File: src/rtl/serial_link_if.sv
// Byte-stream handshake and serial line bundle for serial_link.
// slave is the link endpoint; master is whatever feeds it and watches it.
interface serial_link_if #(
  parameter int DATA_W = 8
);
  logic              ready;
  logic              send;
  logic [DATA_W-1:0] data;
  logic              TX;
  logic              busy;
  logic              RX;
  logic              arrived;
  logic [DATA_W-1:0] dataO;
  logic              parity_err;
  logic              frame_err;

  modport slave (
    input  send, data, RX,
    output ready, TX, busy, arrived, dataO, parity_err, frame_err
  );

  modport master (
    output send, data, RX,
    input  ready, TX, busy, arrived, dataO, parity_err, frame_err
  );
endinterface

File: src/rtl/serial_link.sv
// Full-duplex async serial endpoint: FIFO-fed transmitter plus a receiver with parity/stop checks.
// TX starts one edge after the FIFO has data; ready drops while the FIFO is full and pushes then are dropped.
module serial_link #(
  parameter int DATA_W       = 8,
  parameter int CLKS_PER_BIT = 4,
  parameter int PARITY       = 0,
  parameter int STOP_BITS    = 1,
  parameter int FIFO_DEPTH   = 4
) (
  input  logic          clk,
  input  logic          rst,
  serial_link_if.slave  sl
);
  localparam int CW = $clog2(CLKS_PER_BIT);
  localparam int BW = $clog2(DATA_W);
  localparam int AW = $clog2(FIFO_DEPTH);
  localparam logic [CW-1:0] C_LAST  = CW'(CLKS_PER_BIT - 1);
  localparam logic [CW-1:0] H_LAST  = CW'(CLKS_PER_BIT / 2 - 1);
  localparam logic [BW-1:0] D_LAST  = BW'(DATA_W - 1);
  localparam logic [BW-1:0] S_LAST  = BW'(STOP_BITS - 1);
  localparam logic          HAS_PAR = (PARITY != 0);
  localparam logic          ODD     = (PARITY == 2);

  typedef enum logic [2:0] {TX_IDLE, TX_START, TX_DATA, TX_PAR, TX_STOP} tx_state_e;
  typedef enum logic [2:0] {RX_ARM, RX_IDLE, RX_START, RX_DATA, RX_PAR, RX_STOP} rx_state_e;

  logic [DATA_W-1:0] mem_q [FIFO_DEPTH];
  logic [AW-1:0]     wr_ptr_q, wr_ptr_d, rd_ptr_q, rd_ptr_d;
  logic [AW:0]       count_q, count_d;
  logic              push, pop;

  tx_state_e         tx_state_q, tx_state_d;
  logic [CW-1:0]     tx_cnt_q, tx_cnt_d;
  logic [BW-1:0]     tx_bit_q, tx_bit_d;
  logic [DATA_W-1:0] tx_shift_q, tx_shift_d;
  logic              tx_par_q, tx_par_d;
  logic              tx_q, tx_d;

  logic              s1_q, s1_d, s2_q, s2_d;
  rx_state_e         rx_state_q, rx_state_d;
  logic [CW-1:0]     rx_cnt_q, rx_cnt_d;
  logic [BW-1:0]     rx_bit_q, rx_bit_d;
  logic [DATA_W-1:0] rx_shift_q, rx_shift_d;
  logic              rx_pbit_q, rx_pbit_d;
  logic              rx_ferr_q, rx_ferr_d;
  logic              arrived_q, arrived_d;
  logic [DATA_W-1:0] data_o_q, data_o_d;
  logic              parity_err_q, parity_err_d;
  logic              frame_err_q, frame_err_d;
  logic              rs;

  assign sl.ready      = (count_q != (AW+1)'(FIFO_DEPTH));
  assign push          = sl.send & sl.ready;
  assign pop           = (tx_state_q == TX_IDLE) && (count_q != '0);
  assign sl.busy       = (count_q != '0) || (tx_state_q != TX_IDLE);
  assign sl.TX         = tx_q;
  assign sl.arrived    = arrived_q;
  assign sl.dataO      = data_o_q;
  assign sl.parity_err = parity_err_q;
  assign sl.frame_err  = frame_err_q;
  assign rs            = s2_q;

  always_comb begin
    wr_ptr_d = wr_ptr_q + AW'(push);
    rd_ptr_d = rd_ptr_q + AW'(pop);
    count_d  = count_q;
    case ({push, pop})
      2'b10:   count_d = count_q + 1'b1;
      2'b01:   count_d = count_q - 1'b1;
      default: count_d = count_q;
    endcase
  end

  always_ff @(posedge clk) begin
    if (push) mem_q[wr_ptr_q] <= sl.data;
  end

  always_comb begin
    tx_state_d = tx_state_q;
    tx_cnt_d   = tx_cnt_q;
    tx_bit_d   = tx_bit_q;
    tx_shift_d = tx_shift_q;
    tx_par_d   = tx_par_q;
    tx_d       = tx_q;
    if (tx_state_q == TX_IDLE) begin
      tx_d = 1'b1;
      if (count_q != '0) begin
        tx_state_d = TX_START;
        tx_shift_d = mem_q[rd_ptr_q];
        tx_par_d   = (^mem_q[rd_ptr_q]) ^ ODD;
        tx_cnt_d   = '0;
        tx_d       = 1'b0;
      end
    end else if (tx_cnt_q != C_LAST) begin
      tx_cnt_d = tx_cnt_q + 1'b1;
    end else begin
      // Bit boundary: the next bit's level is registered here so TX changes with the state.
      tx_cnt_d = '0;
      case (tx_state_q)
        TX_START: begin
          tx_state_d = TX_DATA;
          tx_bit_d   = '0;
          tx_d       = tx_shift_q[0];
        end
        TX_DATA: begin
          if (tx_bit_q != D_LAST) begin
            tx_bit_d   = tx_bit_q + 1'b1;
            tx_shift_d = tx_shift_q >> 1;
            tx_d       = tx_shift_q[1];
          end else if (HAS_PAR) begin
            tx_state_d = TX_PAR;
            tx_d       = tx_par_q;
          end else begin
            tx_state_d = TX_STOP;
            tx_bit_d   = '0;
            tx_d       = 1'b1;
          end
        end
        TX_PAR: begin
          tx_state_d = TX_STOP;
          tx_bit_d   = '0;
          tx_d       = 1'b1;
        end
        TX_STOP: begin
          if (tx_bit_q != S_LAST) tx_bit_d = tx_bit_q + 1'b1;
          else                    tx_state_d = TX_IDLE;
        end
        default: tx_state_d = TX_IDLE;
      endcase
    end
  end

  always_comb begin
    s1_d         = sl.RX;
    s2_d         = s1_q;
    rx_state_d   = rx_state_q;
    rx_cnt_d     = rx_cnt_q;
    rx_bit_d     = rx_bit_q;
    rx_shift_d   = rx_shift_q;
    rx_pbit_d    = rx_pbit_q;
    rx_ferr_d    = rx_ferr_q;
    arrived_d    = 1'b0;
    data_o_d     = data_o_q;
    parity_err_d = parity_err_q;
    frame_err_d  = frame_err_q;
    case (rx_state_q)
      // A line stuck low after a frame must go high before another start bit is accepted.
      RX_ARM:  if (rs) rx_state_d = RX_IDLE;
      RX_IDLE: begin
        if (!rs) begin
          rx_state_d = RX_START;
          rx_cnt_d   = '0;
        end
      end
      RX_START: begin
        if (rx_cnt_q != H_LAST) begin
          rx_cnt_d = rx_cnt_q + 1'b1;
        end else if (rs) begin
          rx_state_d = RX_IDLE;
        end else begin
          rx_state_d = RX_DATA;
          rx_cnt_d   = '0;
          rx_bit_d   = '0;
          rx_ferr_d  = 1'b0;
        end
      end
      default: begin
        if (rx_cnt_q != C_LAST) begin
          rx_cnt_d = rx_cnt_q + 1'b1;
        end else begin
          rx_cnt_d = '0;
          case (rx_state_q)
            RX_DATA: begin
              rx_shift_d = {rs, rx_shift_q[DATA_W-1:1]};
              if (rx_bit_q != D_LAST) begin
                rx_bit_d = rx_bit_q + 1'b1;
              end else begin
                rx_state_d = HAS_PAR ? RX_PAR : RX_STOP;
                rx_bit_d   = '0;
              end
            end
            RX_PAR: begin
              rx_pbit_d  = rs;
              rx_state_d = RX_STOP;
            end
            RX_STOP: begin
              rx_ferr_d = rx_ferr_q | ~rs;
              if (rx_bit_q != S_LAST) begin
                rx_bit_d = rx_bit_q + 1'b1;
              end else begin
                rx_state_d   = RX_ARM;
                arrived_d    = 1'b1;
                data_o_d     = rx_shift_q;
                frame_err_d  = rx_ferr_q | ~rs;
                parity_err_d = HAS_PAR & ((^rx_shift_q) ^ rx_pbit_q ^ ODD);
              end
            end
            default: rx_state_d = RX_IDLE;
          endcase
        end
      end
    endcase
  end

  always_ff @(posedge clk or posedge rst) begin
    if (rst) begin
      wr_ptr_q     <= '0;
      rd_ptr_q     <= '0;
      count_q      <= '0;
      tx_state_q   <= TX_IDLE;
      tx_cnt_q     <= '0;
      tx_bit_q     <= '0;
      tx_shift_q   <= '0;
      tx_par_q     <= 1'b0;
      tx_q         <= 1'b1;
      s1_q         <= 1'b1;
      s2_q         <= 1'b1;
      rx_state_q   <= RX_IDLE;
      rx_cnt_q     <= '0;
      rx_bit_q     <= '0;
      rx_shift_q   <= '0;
      rx_pbit_q    <= 1'b0;
      rx_ferr_q    <= 1'b0;
      arrived_q    <= 1'b0;
      data_o_q     <= '0;
      parity_err_q <= 1'b0;
      frame_err_q  <= 1'b0;
    end else begin
      wr_ptr_q     <= wr_ptr_d;
      rd_ptr_q     <= rd_ptr_d;
      count_q      <= count_d;
      tx_state_q   <= tx_state_d;
      tx_cnt_q     <= tx_cnt_d;
      tx_bit_q     <= tx_bit_d;
      tx_shift_q   <= tx_shift_d;
      tx_par_q     <= tx_par_d;
      tx_q         <= tx_d;
      s1_q         <= s1_d;
      s2_q         <= s2_d;
      rx_state_q   <= rx_state_d;
      rx_cnt_q     <= rx_cnt_d;
      rx_bit_q     <= rx_bit_d;
      rx_shift_q   <= rx_shift_d;
      rx_pbit_q    <= rx_pbit_d;
      rx_ferr_q    <= rx_ferr_d;
      arrived_q    <= arrived_d;
      data_o_q     <= data_o_d;
      parity_err_q <= parity_err_d;
      frame_err_q  <= frame_err_d;
    end
  end
endmodule

File: src/flat_wrapper.sv
// flat-port wrapper written by rule: the top's interface ports become plain ports
module serial_link_flat 
#(
  parameter int DATA_W       = 8,
  parameter int CLKS_PER_BIT = 4,
  parameter int PARITY       = 0,
  parameter int STOP_BITS    = 1,
  parameter int FIFO_DEPTH   = 4
)
  (clk, rst, sl_send, sl_data, sl_RX, sl_ready, sl_TX, sl_busy, sl_arrived, sl_dataO, sl_parity_err, sl_frame_err);
  serial_link_if #(.DATA_W(DATA_W)) sl_i ();
  input  logic clk;
  input  logic rst;
  input wire logic [$bits(sl_i.send)-1:0] sl_send;
  input wire logic [$bits(sl_i.data)-1:0] sl_data;
  input wire logic [$bits(sl_i.RX)-1:0] sl_RX;
  output wire logic [$bits(sl_i.ready)-1:0] sl_ready;
  output wire logic [$bits(sl_i.TX)-1:0] sl_TX;
  output wire logic [$bits(sl_i.busy)-1:0] sl_busy;
  output wire logic [$bits(sl_i.arrived)-1:0] sl_arrived;
  output wire logic [$bits(sl_i.dataO)-1:0] sl_dataO;
  output wire logic [$bits(sl_i.parity_err)-1:0] sl_parity_err;
  output wire logic [$bits(sl_i.frame_err)-1:0] sl_frame_err;
  assign sl_i.send = sl_send;
  assign sl_i.data = sl_data;
  assign sl_i.RX = sl_RX;
  assign sl_ready = sl_i.ready;
  assign sl_TX = sl_i.TX;
  assign sl_busy = sl_i.busy;
  assign sl_arrived = sl_i.arrived;
  assign sl_dataO = sl_i.dataO;
  assign sl_parity_err = sl_i.parity_err;
  assign sl_frame_err = sl_i.frame_err;
  serial_link #(.DATA_W(DATA_W), .CLKS_PER_BIT(CLKS_PER_BIT), .PARITY(PARITY), .STOP_BITS(STOP_BITS), .FIFO_DEPTH(FIFO_DEPTH)) u_core (.clk(clk), .rst(rst), .sl(sl_i));
endmodule
File: config.mk
export PLATFORM = sky130hd
export DESIGN_NAME = serial_link_flat
export DESIGN_NICKNAME = d
export VERILOG_FILES = /design/src/rtl/serial_link_if.sv /design/src/rtl/serial_link.sv /design/src/flat_wrapper.sv
export SDC_FILE = /design/constraint.sdc
export NUM_CORES = 1
export LEC_CHECK = 0
export CORE_MARGIN = 2
export CORE_UTILIZATION = 60
export DETAILED_ROUTE_END_ITERATION = 7
export GPL_ROUTABILITY_DRIVEN = 0
export PLACE_DENSITY = 0.81
export SETUP_SLACK_MARGIN = 0.1
export SLEW_MARGIN = 10
export SYNTH_ARGS = -nofsm -noshare
export SYNTH_HDL_FRONTEND = slang
export SYNTH_SLANG_ARGS = --single-unit
File: constraint.sdc
create_clock -name clk -period 5.3 [get_ports clk]
set_input_delay 1.06 -clock clk [delete_from_list [all_inputs] [get_ports clk]]
set_output_delay 1.06 -clock clk [all_outputs]
set_load 0.03 [all_outputs]
==> After elaboration in Yosys (flattened, before gate mapping) <==
Memories as Yosys holds them, arrays and structs flattened.
Cells that the tools add are included.
Widths: inputs -> output; s select.
{ "word_totals": {"latch_bits": 0, "wordCells": 148, "out_inout_bits": 14, "ram_bits": 32, "memories": 1, "romBits": 0, "regBits": 53, "input_bits": 12} }
{ "classes": {"multipliers": 0, "magnitude_cmp": 0, "bitwise": 9, "n_eq_ne": 31, "reduce_logical": 27, "shift": 0, "muxes": 54, "addsub": 8, "n_div": 0} }
{ "memory_table": {"columns": ["memory", "depth", "width", "rd", "rd_clocked_by_memory_dff", "write_ports", "line_no", "rtl"], "rows": [
  ["u_core.mem_q", 4, 8, 1, 0, 1, "serial_link.sv:27", "logic [DATA_W-1:0] mem_q [FIFO_DEPTH];"]
]} }
{ "op_table": {"columns": ["operator", "count"], "rows": [
  ["$mux 3", 18],
  ["$mux 8", 5],
  ["$pmux 3 s3", 3],
  ["$pmux 3 s2", 3],
  ["$reduce_bool 3->1", 6],
  ["$reduce_and 4->1", 4],
  ["$mux 1", 14],
  ["$mux 2", 7],
  ["$ne 2x2->1 const B", 7],
  ["$eq 3x2->1 const B", 4],
  ["$pmux 3 s4", 1],
  ["$reduce_and 6->1", 2],
  ["$ne 5x5->1 const B", 2],
  ["$add 3x1->3 const B", 3],
  ["$eq 3x3->1 const B", 3],
  ["$ne 3x2->1 const B", 3],
  ["$ne 3x3->1 const B", 3],
  ["$ne 2x1->1 const B", 4],
  ["$reduce_bool 2->1", 4],
  ["$not 1->1", 7],
  ["$eq 3x1->1 const B", 2],
  ["$logic_not 3->1", 2],
  ["$pmux 2 s3", 1],
  ["$reduce_and 5->1", 1],
  ["17 further kinds", 20]
]} }

==> Longest topological paths before layout <==
Gate-level depths: netlist (run 1).
{ "depth": {"depth_word": 5, "ltp_mapped": 10, "depth_no_buf": 9} }

==> Least setup slack after synthesis (run 1) <==
No wires, ideal clock.
{ "synth_path": {"kind": "input to register", "from": "input port sl_send", "to": "memory u_core.mem_q[1][0], enable pin", "slack_ns": 3.045, "arrival_time_ns": 1.870, "cell_stages": 2, "path_buffers": 0, "cell_sequence": "nand2_1 nor3b_1"} }
{ "synth_via": {"elab_chain_cells": 3} }
{ "synth_lines": {"columns": ["element", "line_no", "rtl"], "rows": [
  ["start: declaration", "flat_wrapper.sv:14", "input wire logic [$bits(sl_i.send)-1:0] sl_send;"],
  ["$and 1x1->1", "serial_link.sv:53", "assign push = sl.send & sl.ready;"],
  ["$mux 1", "serial_link.sv:75", "if (push) mem_q[wr_ptr_q] <= sl.data;"],
  ["$mux 1 (not written as such)", "serial_link.sv:75", null],
  ["end: declaration", "serial_link.sv:27", null]
]} }
Every way passes these cells.

==> Final worst setup path (run 1) <==
{ "layout_path": {"from": "register u_core.tx_state_q[2]", "to": "output port sl_busy"} }
{ "layout_via": {"elab_chain_cells": 2} }
{ "layout_lines": {"columns": ["element", "line_no", "rtl"], "rows": [
  ["start: declaration", "serial_link.sv:32", "tx_state_e tx_state_q, tx_state_d;"],
  ["start signal: assignment", "serial_link.sv:232", "tx_state_q <= tx_state_d;"],
  ["$reduce_bool 3->1", "serial_link.sv:55", "assign sl.busy = (count_q != '0) || (tx_state_q != TX_IDLE);"],
  ["$logic_or 1x1->1", "serial_link.sv:55", null],
  ["end: declaration", "flat_wrapper.sv:19", "output wire logic [$bits(sl_i.busy)-1:0] sl_busy;"]
]} }
Every way passes these cells.

==> results of run 1 <==
## state kept, by name (all words and copies together), names as in the netlist, 2 cells and up
signal             flops
u_core.rx_state_q      3
u_core.tx_bit_q        3
u_core.count_q         3
u_core.rx_cnt_q        2
u_core.rx_shift_q      8
u_core.mem_q          32
u_core.rd_ptr_q        2
u_core.rx_bit_q        3
u_core.tx_shift_q      8
u_core.tx_cnt_q        2
u_core.wr_ptr_q        2
u_core.sl.dataO        8
u_core.tx_state_q      3
## final timing paths
path,start,endpoint,slack (ns),cells after the start
max,u_core.tx_state_q[2]$_DFFE_PP0P_,sl_busy,2.30,3
min,u_core.s1_q$_DFF_PP1_,u_core.rs$_DFF_PP1_,0.36,0
max reg2reg,u_core.tx_state_q[2]$_DFFE_PP0P_,u_core.count_q[2]$_DFFE_PP0P_,2.89,8
min reg2reg,u_core.s1_q$_DFF_PP1_,u_core.rs$_DFF_PP1_,0.36,0
max in group asynchronous,rst,u_core.wr_ptr_q[0]$_DFF_PP0_,3.33,2
min in group asynchronous,rst,u_core.tx_bit_q[2]$_DFFE_PP0P_,1.30,2
## Yosys cell counts, types with 2 or more instances
cell | number | share of area
a22o_1 | 2 | 0.0046
nor2_1 | 9 | 0.0089
a211o_1 | 2 | 0.0046
a221o_1 | 7 | 0.019
and2_1 | 6 | 0.0099
o22ai_1 | 3 | 0.0050
dfstp_2 | 4 | 0.028
dfrtp_1 | 49 | 0.32
xor2_1 | 4 | 0.0093
a21oi_1 | 7 | 0.0093
and2_2 | 2 | 0.0040
nor2b_1 | 4 | 0.0066
buf_2 | 5 | 0.0066
nand3_1 | 3 | 0.0040
clkbuf_1 | 2 | 0.0020
nand2b_1 | 7 | 0.012
nor3b_1 | 2 | 0.0040
edfxtp_1 | 32 | 0.25
mux4_2 | 8 | 0.048
mux2_2 | 20 | 0.060
nor3_1 | 6 | 0.0079
o21ai_0 | 10 | 0.013
buf_6 | 3 | 0.0089
a31oi_1 | 2 | 0.0033
inv_1 | 20 | 0.020
nand2_1 | 10 | 0.0099
ha_1 | 12 | 0.040
mux2i_1 | 5 | 0.013
## through the flow
step	utilization	power, mW	hold WS [ns]	cell area (sq um)	cells
after floorplan	-	1.69	0.345	3780	267
after global placement	0.676	1.79	0.346	4050	356
after detailed placement	0.676	1.84	0.349	4050	356
after CTS	0.708	2.30	0.362	4240	372
after global routing	0.708	2.44	0.361	4240	372
final	0.708	2.28	0.358	4240	372
## per-layer routing
layer,vias to the layer above,part of all wire,wire [um]
li1,1020,-,-
met5,-,0,0
met4,0,0.014,82
met1,1048,0.48,2920
met3,9,0.036,215
met2,47,0.47,2830
## logic make-up (layout without fill, tap and decap cells)
| logic type | after synthesis | after routing | share of synthesized area |
|---|---|---|---|
| flip-flops | 85 | 85 | 0.606 |
| multiplexers | 33 | 33 | 0.120 |
| AO/OA/AOI/OAI | 41 | 41 | 0.0791 |
| XOR/XNOR | 5 | 5 | 0.0116 |
| AND/OR/NAND/NOR | 58 | 58 | 0.0970 |
| buffers and inverters | 31 | 61 | 0.0394 |
| other | 1 | 1 | 0.000992 |
| adder cells (fa/ha/maj) | 13 | 13 | 0.0450 |
## power groups by stage
stage               registers, mW  logic (mW)  clock network [mW]
floorplan                    1.00       0.684                   0
CTS                          1.08       0.763               0.459
global route                 1.11       0.846               0.489
global placement             1.07       0.716                   0
detailed placement           1.09       0.756                   0
finish                       1.08       0.753               0.450
## critical path: cells and delay by family (launching register included)
family	cells	cell delay, ns
buf+inv	1	0.61
flops	1	0.53
simple gates	2	0.45
## cell type report
cell class	instances	area, sq um	area share
Sequential cell	85	2290	0.540
Tap cell	75	93.8	0.0221
Multi-Input combinational cell	151	1340	0.316
Inverter	20	75.1	0.0177
Clock inverter	7	71.3	0.0168
Timing Repair Buffer	25	248	0.0584
Clock buffer	9	124	0.0292
## layout by cell type, fill, tap and decap left out, drive strengths merged, types with 2 or more instances in the layout
cell and instances:
edfxtp 32, mux4 8, clkinvlp 3, inv 22
nand2b 7, xor2 4, mux2i 5, nand3 3
clkbuf 9, dfrtp 49, a31oi 2, a22o 3
ha 12, nor2b 4, o22ai 3, a211o 2
nor2 11, clkdlybuf4s50 24, o21ai 10, a21oi 7
and2 8, nand2 10, mux2 20, nor3b 3
dfstp 4, a221o 7, nor3 7
==> results.yml, run 1 <==
power_and_ir_drop:
  comb_power_share: 0.330
  swShare: 0.339
  p_seq_frac: 0.472
  p_int_mw: 1.51
  powerDensity_nw_per_um2: 537
  switchingPower_mw: 0.774
  leakage_nw: 1.75
  clkPwrFrac: 0.197
  irDropWorstVdd_uv: 327
grt:
  overflow: 0
  grt_util_all_layers: 0.190
  busiest_layer: "met2"
  gr-usage-met3: 0.0457
  grt_pass1_vias: 2130
  grt_use_met1: 0.269
  grt_pass1_wl_um: 10400
  use_met2: 0.293
  antenna_found_initial: 0
  grt_max_degree: 54
sta:
  period_needed_ns: 3.00
  setup_viol: 0
  worst_slew_pin_slew_ns: 1.15
  fin_ws_ns: 2.30
  rsz0062_at_grt: "false"
  hold_viol_final: 0
  slew_violations: 0
  max_freq_mhz: 333
  fin_worst_skew_ns: 0.0202
  slew_headroom: 0.232
  fin_crit_sh: 0.567
  fin_setup_tns_ns: 0
clock_tree:
  clk_pin_slew_ns: 0.09
  postCtsHoldBufs: 0
  cts_buffers: 9
  cts_max_level: 3
  cts_setup_buffers: 0
  tritoncts: "yes"
  cts_buffer_depth: 2
  clockRootBuffer: "clkbuf_8"
  numClockSinks: 85
  clk-insertion-delay-late_ns: 0.35
  postCtsResizedCells: 0
cells_and_area:
  num-fill-cells: 407
  drive_above_1_share: 0.205
  final_nets: 317
  n_antenna_cell: 0
  area_delta_synth_final_pct: 12.2
routing:
  wl_um: 6050
  drc: 0
  via_per_inst: 5.71
  drt_iter0_drc: 123
  wire_per_inst_um: 16.3
  postRouteAntennaNets: 0
  num_vias: 2124
  dr.pass1.iters: 4
min_path:
  hp-class: "reg -> reg"
setup_path:
  crit_required_ns: 4.24
  path_max_fanout: 12
  path_class: "reg -> out"
  crit_arrival_ns: 1.94
  cp-start-kind: "flip-flop"
  crit_path_max_incr_delay_ns: 0.61
  end_kind: "output port"
  crit_chain: "nor3_1 -> nand2_1 -> clkdlybuf4s50_1"
  cp_slowest_cell: "clkdlybuf4s50_1"
synthesis:
  ys_seq_elements: 85
  synth_flop_cell: "dfrtp_1"
  synth-edff-count: 32
  synth_cell_types: 49
  syn_avg_cell_area_sq_um: 14.2
  yosys_warnings: 0
  synth_fp_nets: 292
  async_reset_ff_frac: 0.624
  syn_area_sq_um: 3780
  netlist_instances: 267
  synth-seq-area-share: 0.606
flow_run:
  cap_violations: 0
floorplan:
  initial_core_util: 0.631
  die_y_um: 83.4
  die_x_um: 83.4
  rows: 28
  core_sq_um: 5990
  ios: 26
  fp.dieArea_sq_um: 6950
placement:
  io_buffer_count: 24
  dp_hpwl_um: 4240
  pre_cts_slack_ns: 2.23
outcome:
  status: "finished, final reports clean"
(Power assumes the default switching activity.)
==> run 2, diff against run 1 <==
- CORE_UTILIZATION: 60 -> 58
- PLACE_DENSITY: 0.81 -> 0.79
- clock period: 5.3 -> 3.1 ns (I/O delays scaled with it)
==> run 2 against run 1 <==
Effect of this change: sequential power grew 69%; largest cell class unchanged; first-iteration DRC count shrank 15%; die area grew 3.3%.
==> results.yml, run 2 (synthesis results as in run 1) <==
min_path:
  holdPathEnd: "u_core.rs$_DFF_PP1_"
  hp-class: "reg -> reg"
  worstHoldPathCells: 0
  worstHoldStart: "u_core.s1_q$_DFF_PP1_"
sta:
  fin_worst_skew_ns: 0.00772
  slew_headroom: 0.578
  setup_viol: 0
  rsz0062_at_grt: "false"
  fin_crit_sh: 0.815
  slew_violations: 0
  period_needed_ns: 2.53
  hold_viol_final: 0
  fin_setup_tns_ns: 0
  fin_ws_ns: 0.573
  worst_slew_pin_slew_ns: 0.633
  max_freq_mhz: 396
flow_run:
  cap_violations: 0
setup_path:
  path_max_fanout: 4
  crit_buf_inv: 1
  cp-start-kind: "flip-flop"
  crit_chain: "nor3_4 -> nand2_1 -> clkdlybuf4s50_1"
  end_kind: "output port"
  cp_slowest_cell: "clkdlybuf4s50_1"
  worstReg2RegEnd: "u_core.count_q[2]$_DFFE_PP0P_"
  crit_path_max_incr_delay_ns: 0.61
  rrSetupSlack_ns: 0.76
  crit_required_ns: 2.48
  path_class: "reg -> out"
  crit_cells: 3
  critPathTopFamily: "buffers and inverters"
  r2r_start: "u_core.tx_state_q[2]$_DFFE_PP0P_"
  reg2regPathDepth: 8
  crit_arrival_ns: 1.91
power_and_ir_drop:
  powerDensity_nw_per_um2: 902
  leakage_nw: 1.78
  irDropWorstVdd_uv: 495
cells_and_area:
  regMostFlops: "u_core.mem_q"
  num-fill-cells: 468
  mostFrequentLayoutCells: "dfrtp_1 (49), edfxtp_1 (32), clkdlybuf4s50_1 (24), mux2_2 (20), inv_1 (19)"
  final_common_cell: "dfrtp_1"
  n_antenna_cell: 0
  drive_above_1_share: 0.219
  largest_reg_flops: 32
  final_nets: 321
  area_delta_synth_final_pct: 13.0
placement:
  pre_cts_slack_ns: 0.775
  dp_hpwl_um: 3910
  io_buffer_count: 24
routing:
  wl_um: 5790
  drt_iter0_drc: 105
  num_vias: 2169
  via_per_inst: 5.74
  wire_per_inst_um: 15.3
  dr.pass1.iters: 4
  postRouteAntennaNets: 0
  drc: 0
clock_tree:
  postCtsHoldBufs: 0
  clockRootBuffer: "clkbuf_8"
  numClockSinks: 85
  cts_buffers: 9
  tritoncts: "yes"
  cts_buffer_depth: 2
  clk-insertion-delay-late_ns: 0.36
  clk_pin_slew_ns: 0.09
  cts_max_level: 3
  cts_setup_buffers: 0
  postCtsResizedCells: 0
outcome:
  status: "finished, final reports clean"
floorplan:
  rows: 29
  ios: 26
  core_sq_um: 6310
  die_y_um: 84.7
  die_x_um: 84.7
  initial_core_util: 0.599
  fp.dieArea_sq_um: 7180
grt:
  antenna_found_initial: 0
  grt_pass1_wl_um: 9630
  overflow: 0
  grt_max_degree: 30
  grt_util_all_layers: 0.173
  grt_pass1_vias: 2023
==> run 2: layout make-up <==
type,count,area [sq um],area share
clock inverters,7,56.3,0.0132
clock buffers,9,124,0.0290
repair buffers,29,290,0.0679
inverters,20,75.1,0.0176
flip-flops and latches,85,2290,0.536
well taps,77,96.3,0.0225
multi-input cells,151,1340,0.313
==> run 2: power breakdown <==
part	switching, mW	internal, mW	leakage (nW)
Sequential	0.303	1.53	0.945
Clock	0.424	0.303	0.0925
Combinational	0.616	0.684	0.738
Total	1.34	2.51	1.78
==> run 2: through the flow <==
stage	total power, mW	util	cells	hold slack, ns	instance area (sq um)
floorplan	2.88	-	267	0.345	3780
global placement	3.10	0.648	362	0.346	4090
detailed placement	3.16	0.648	362	0.348	4090
CTS	3.89	0.677	378	0.361	4270
global route	4.11	0.677	378	0.361	4270
finish	3.86	0.677	378	0.359	4270
==> run 2: how the worst max path moves through the flow <==
stage,from,to,slack [ns]
6_report,u_core.count_q[0]$_DFFE_PP0P_,sl_busy,0.57
5_1_grt,u_core.tx_state_q[2]$_DFFE_PP0P_,sl_busy,0.45
4_1_cts,u_core.count_q[0]$_DFFE_PP0P_,sl_busy,0.56
3_5_place_dp,sl_send,u_core.count_q[2]$_DFFE_PP0P_,0.78
3_3_place_gp,sl_send,u_core.count_q[2]$_DFFE_PP0P_,0.82
2_1_floorplan,u_core.tx_state_q[1]$_DFFE_PP0P_,u_core.count_q[2]$_DFFE_PP0P_,0.91
==> run 2: metal layers <==
metal	part of all wire	GRT usage	wire, um	up-vias
li1	-	-	-	1025
met1	0.49	0.252	2850	1094
met2	0.46	0.254	2640	43
met3	0.040	0.0354	233	7
met4	0.011	0.0779	65	0
met5	0	0	0	-
==> run 2: worst register-to-register path, cell delays in order, from the launching register on <==
cell and delay [ns]:
dfrtp_1 0.52, or3_4 0.50, nor2_8 0.20, ha_1 0.20, inv_1 0.06, fa_1 0.37
xor2_1 0.15, nor2_1 0.13, xor2_1 0.15
==> run 3, diff against run 2 <==
- clock period: 3.1 -> 2.35 ns (I/O delays scaled with it)
==> run 3 against run 2 <==
Effect of this change: routed wire length increased by 5.0%; final cell count increased by 1.3%; first-iteration DRC count increased by 62%; critical path depth increased by 5; utilization increased by 0.50 points; power increased by 32%; sequential power increased by 31%; combinational power increased by 36%; die area unchanged; worst setup slack got worse by 0.35 ns; critical endpoint is now u_core.count_q[2]$_DFFE_PP0P_.
==> results.yml, run 3 (synthesis results as in run 1) <==
clock_tree:
  cts_buffer_depth: 2
  clockRootBuffer: "clkbuf_8"
  numClockSinks: 85
  cts_max_level: 3
  cts_buffers: 9
  cts_setup_buffers: 0
  tritoncts: "yes"
  clk_pin_slew_ns: 0.09
  clk-insertion-delay-late_ns: 0.35
cells_and_area:
  n_antenna_cell: 0
  regMostFlops: "u_core.mem_q"
  final_common_cell: "dfrtp_1"
  drive_above_1_share: 0.229
  regArea_sq_um: 2290
  area_delta_synth_final_pct: 13.9
  final_nets: 326
  multiInputGateArea_sq_um: 1340
  num-fill-cells: 462
  largest_reg_flops: 32
  mostFrequentLayoutCells: "dfrtp_1 (48), edfxtp_1 (32), clkdlybuf4s50_1 (23), mux2_2 (20), inv_1 (19)"
  fin_area_sq_um: 4300
  fin_util: 0.682
setup_path:
  cp-start-kind: "flip-flop"
  crit_required_ns: 2.62
  rrSetupSlack_ns: 0.22
  path_class: "reg -> reg"
  path_max_fanout: 9
  r2r_start: "u_core.tx_state_q[1]$_DFFE_PP0P_"
  end_kind: "flip-flop"
  cpMostUsedCell: "xor2_1"
  critPathTopFamily: "simple AND/OR/NAND/NOR gates"
  crit_path_max_incr_delay_ns: 0.47
  worstReg2RegEnd: "u_core.count_q[2]$_DFFE_PP0P_"
  crit_chain: "or3_4 -> nor2_8 -> ha_1 -> inv_1 -> fa_1 -> xor2_1 -> nor2_1 -> xor2_1"
  crit_arrival_ns: 2.40
  crit_buf_inv: 1
  cp_slowest_cell: "dfrtp_2"
  reg2regPathDepth: 8
routing:
  wire_per_inst_um: 15.9
  dr.pass1.iters: 4
  drc: 0
  via_per_inst: 5.58
  postRouteAntennaNets: 0
  wl_um: 6080
  num_vias: 2139
  drt_iter0_drc: 170
sta:
  slew_violations: 0
  fin_crit_sh: 0.907
  rsz0062_at_grt: "true"
  fin_worst_skew_ns: 0.0116
  worst_slew_pin_slew_ns: 0.567
  max_freq_mhz: 469
  setup_viol: 0
  period_needed_ns: 2.13
  slew_headroom: 0.622
  fin_setup_tns_ns: 0
  hold_viol_final: 0
floorplan:
  die_x_um: 84.7
  fp.dieArea_sq_um: 7180
  core_sq_um: 6310
  initial_core_util: 0.599
  rows: 29
  ios: 26
  die_y_um: 84.7
outcome:
  status: "finished, final reports clean"
min_path:
  worstHoldStart: "u_core.s1_q$_DFF_PP1_"
  hp-class: "reg -> reg"
  holdPathEnd: "u_core.rs$_DFF_PP1_"
  worstHoldPathCells: 0
grt:
  grt_pass1_vias: 2131
  grt_max_degree: 54
  grt_util_all_layers: 0.184
  overflow: 0
  grt_pass1_wl_um: 10200
  antenna_found_initial: 0
power_and_ir_drop:
  powerDensity_nw_per_um2: 1180
  irDropWorstVdd_uv: 738
  leakage_nw: 1.79
placement:
  dpl_cell_area_sq_um: 4130
  io_buffer_count: 24
  dp_hpwl_um: 4120
flow_run:
  cap_violations: 0
==> run 3: metrics by stage <==
| stage | cells | total power, mW | hold slack, ns | setup WS [ns] |
|---|---|---|---|---|
| CTS | 383 | 5.13 | 0.360 | 0.202 |
| global route | 383 | 5.45 | 0.362 | 0.0736 |
| detailed placement | 367 | 4.22 | 0.349 | 0.154 |
| finish | 383 | 5.08 | 0.358 | 0.218 |
| global placement | 367 | 4.12 | 0.346 | 0.239 |
| floorplan | 267 | 3.80 | 0.345 | 0.163 |
==> run 3: layer usage <==
layer | vias up | routed length [um] | part of all wire | track usage
met3 | 6 | 314 | 0.052 | 0.0433
met4 | 0 | 73 | 0.012 | 0.0722
met1 | 1051 | 2720 | 0.45 | 0.254
met5 | - | 0 | 0 | 0
met2 | 53 | 2970 | 0.49 | 0.287
li1 | 1029 | - | - | -
==> run 3: how the worst max path moves through the flow <==
stage,startpoint,to,cells after the start
after floorplan,u_core.tx_state_q[1]$_DFFE_PP0P_,u_core.count_q[2]$_DFFE_PP0P_,10
after global placement,sl_send,u_core.count_q[2]$_DFFE_PP0P_,8
after detailed placement,sl_send,u_core.count_q[2]$_DFFE_PP0P_,8
after CTS,u_core.tx_state_q[1]$_DFFE_PP0P_,u_core.count_q[2]$_DFFE_PP0P_,8
after global routing,u_core.tx_state_q[2]$_DFFE_PP0P_,sl_busy,4
final,u_core.tx_state_q[1]$_DFFE_PP0P_,u_core.count_q[2]$_DFFE_PP0P_,8
==> run 3: area by class of cell <==
type / instances / share of cell area
Sequential cell: 85 / 0.533
Tap cell: 77 / 0.0224
Timing Repair Buffer: 34 / 0.0759
Clock buffer: 9 / 0.0288
Clock inverter: 7 / 0.0116
Multi-Input combinational cell: 151 / 0.311
Inverter: 20 / 0.0174
==> run 3: where the power goes <==
group | internal [mW] | switching [mW] | total (mW)
registers | 2.02 | 0.381 | 2.40
clock network | 0.386 | 0.527 | 0.913
logic | 0.935 | 0.837 | 1.77
==> run 3: worst register-to-register path, cell delays in order, from the launching register on <==
cell and delay (ns):
dfrtp_2 0.47, or3_4 0.44, nor2_8 0.13, ha_1 0.19, inv_1 0.06, fa_1 0.37, xor2_1 0.15, nor2_1 0.11
xor2_1 0.14
==> run 3: repair_timing <==
item,4_1_cts,5_1_grt
setup endpoints to repair,1,2
resized for setup,1,1
pin swaps,0,0
hold buffers,0,0
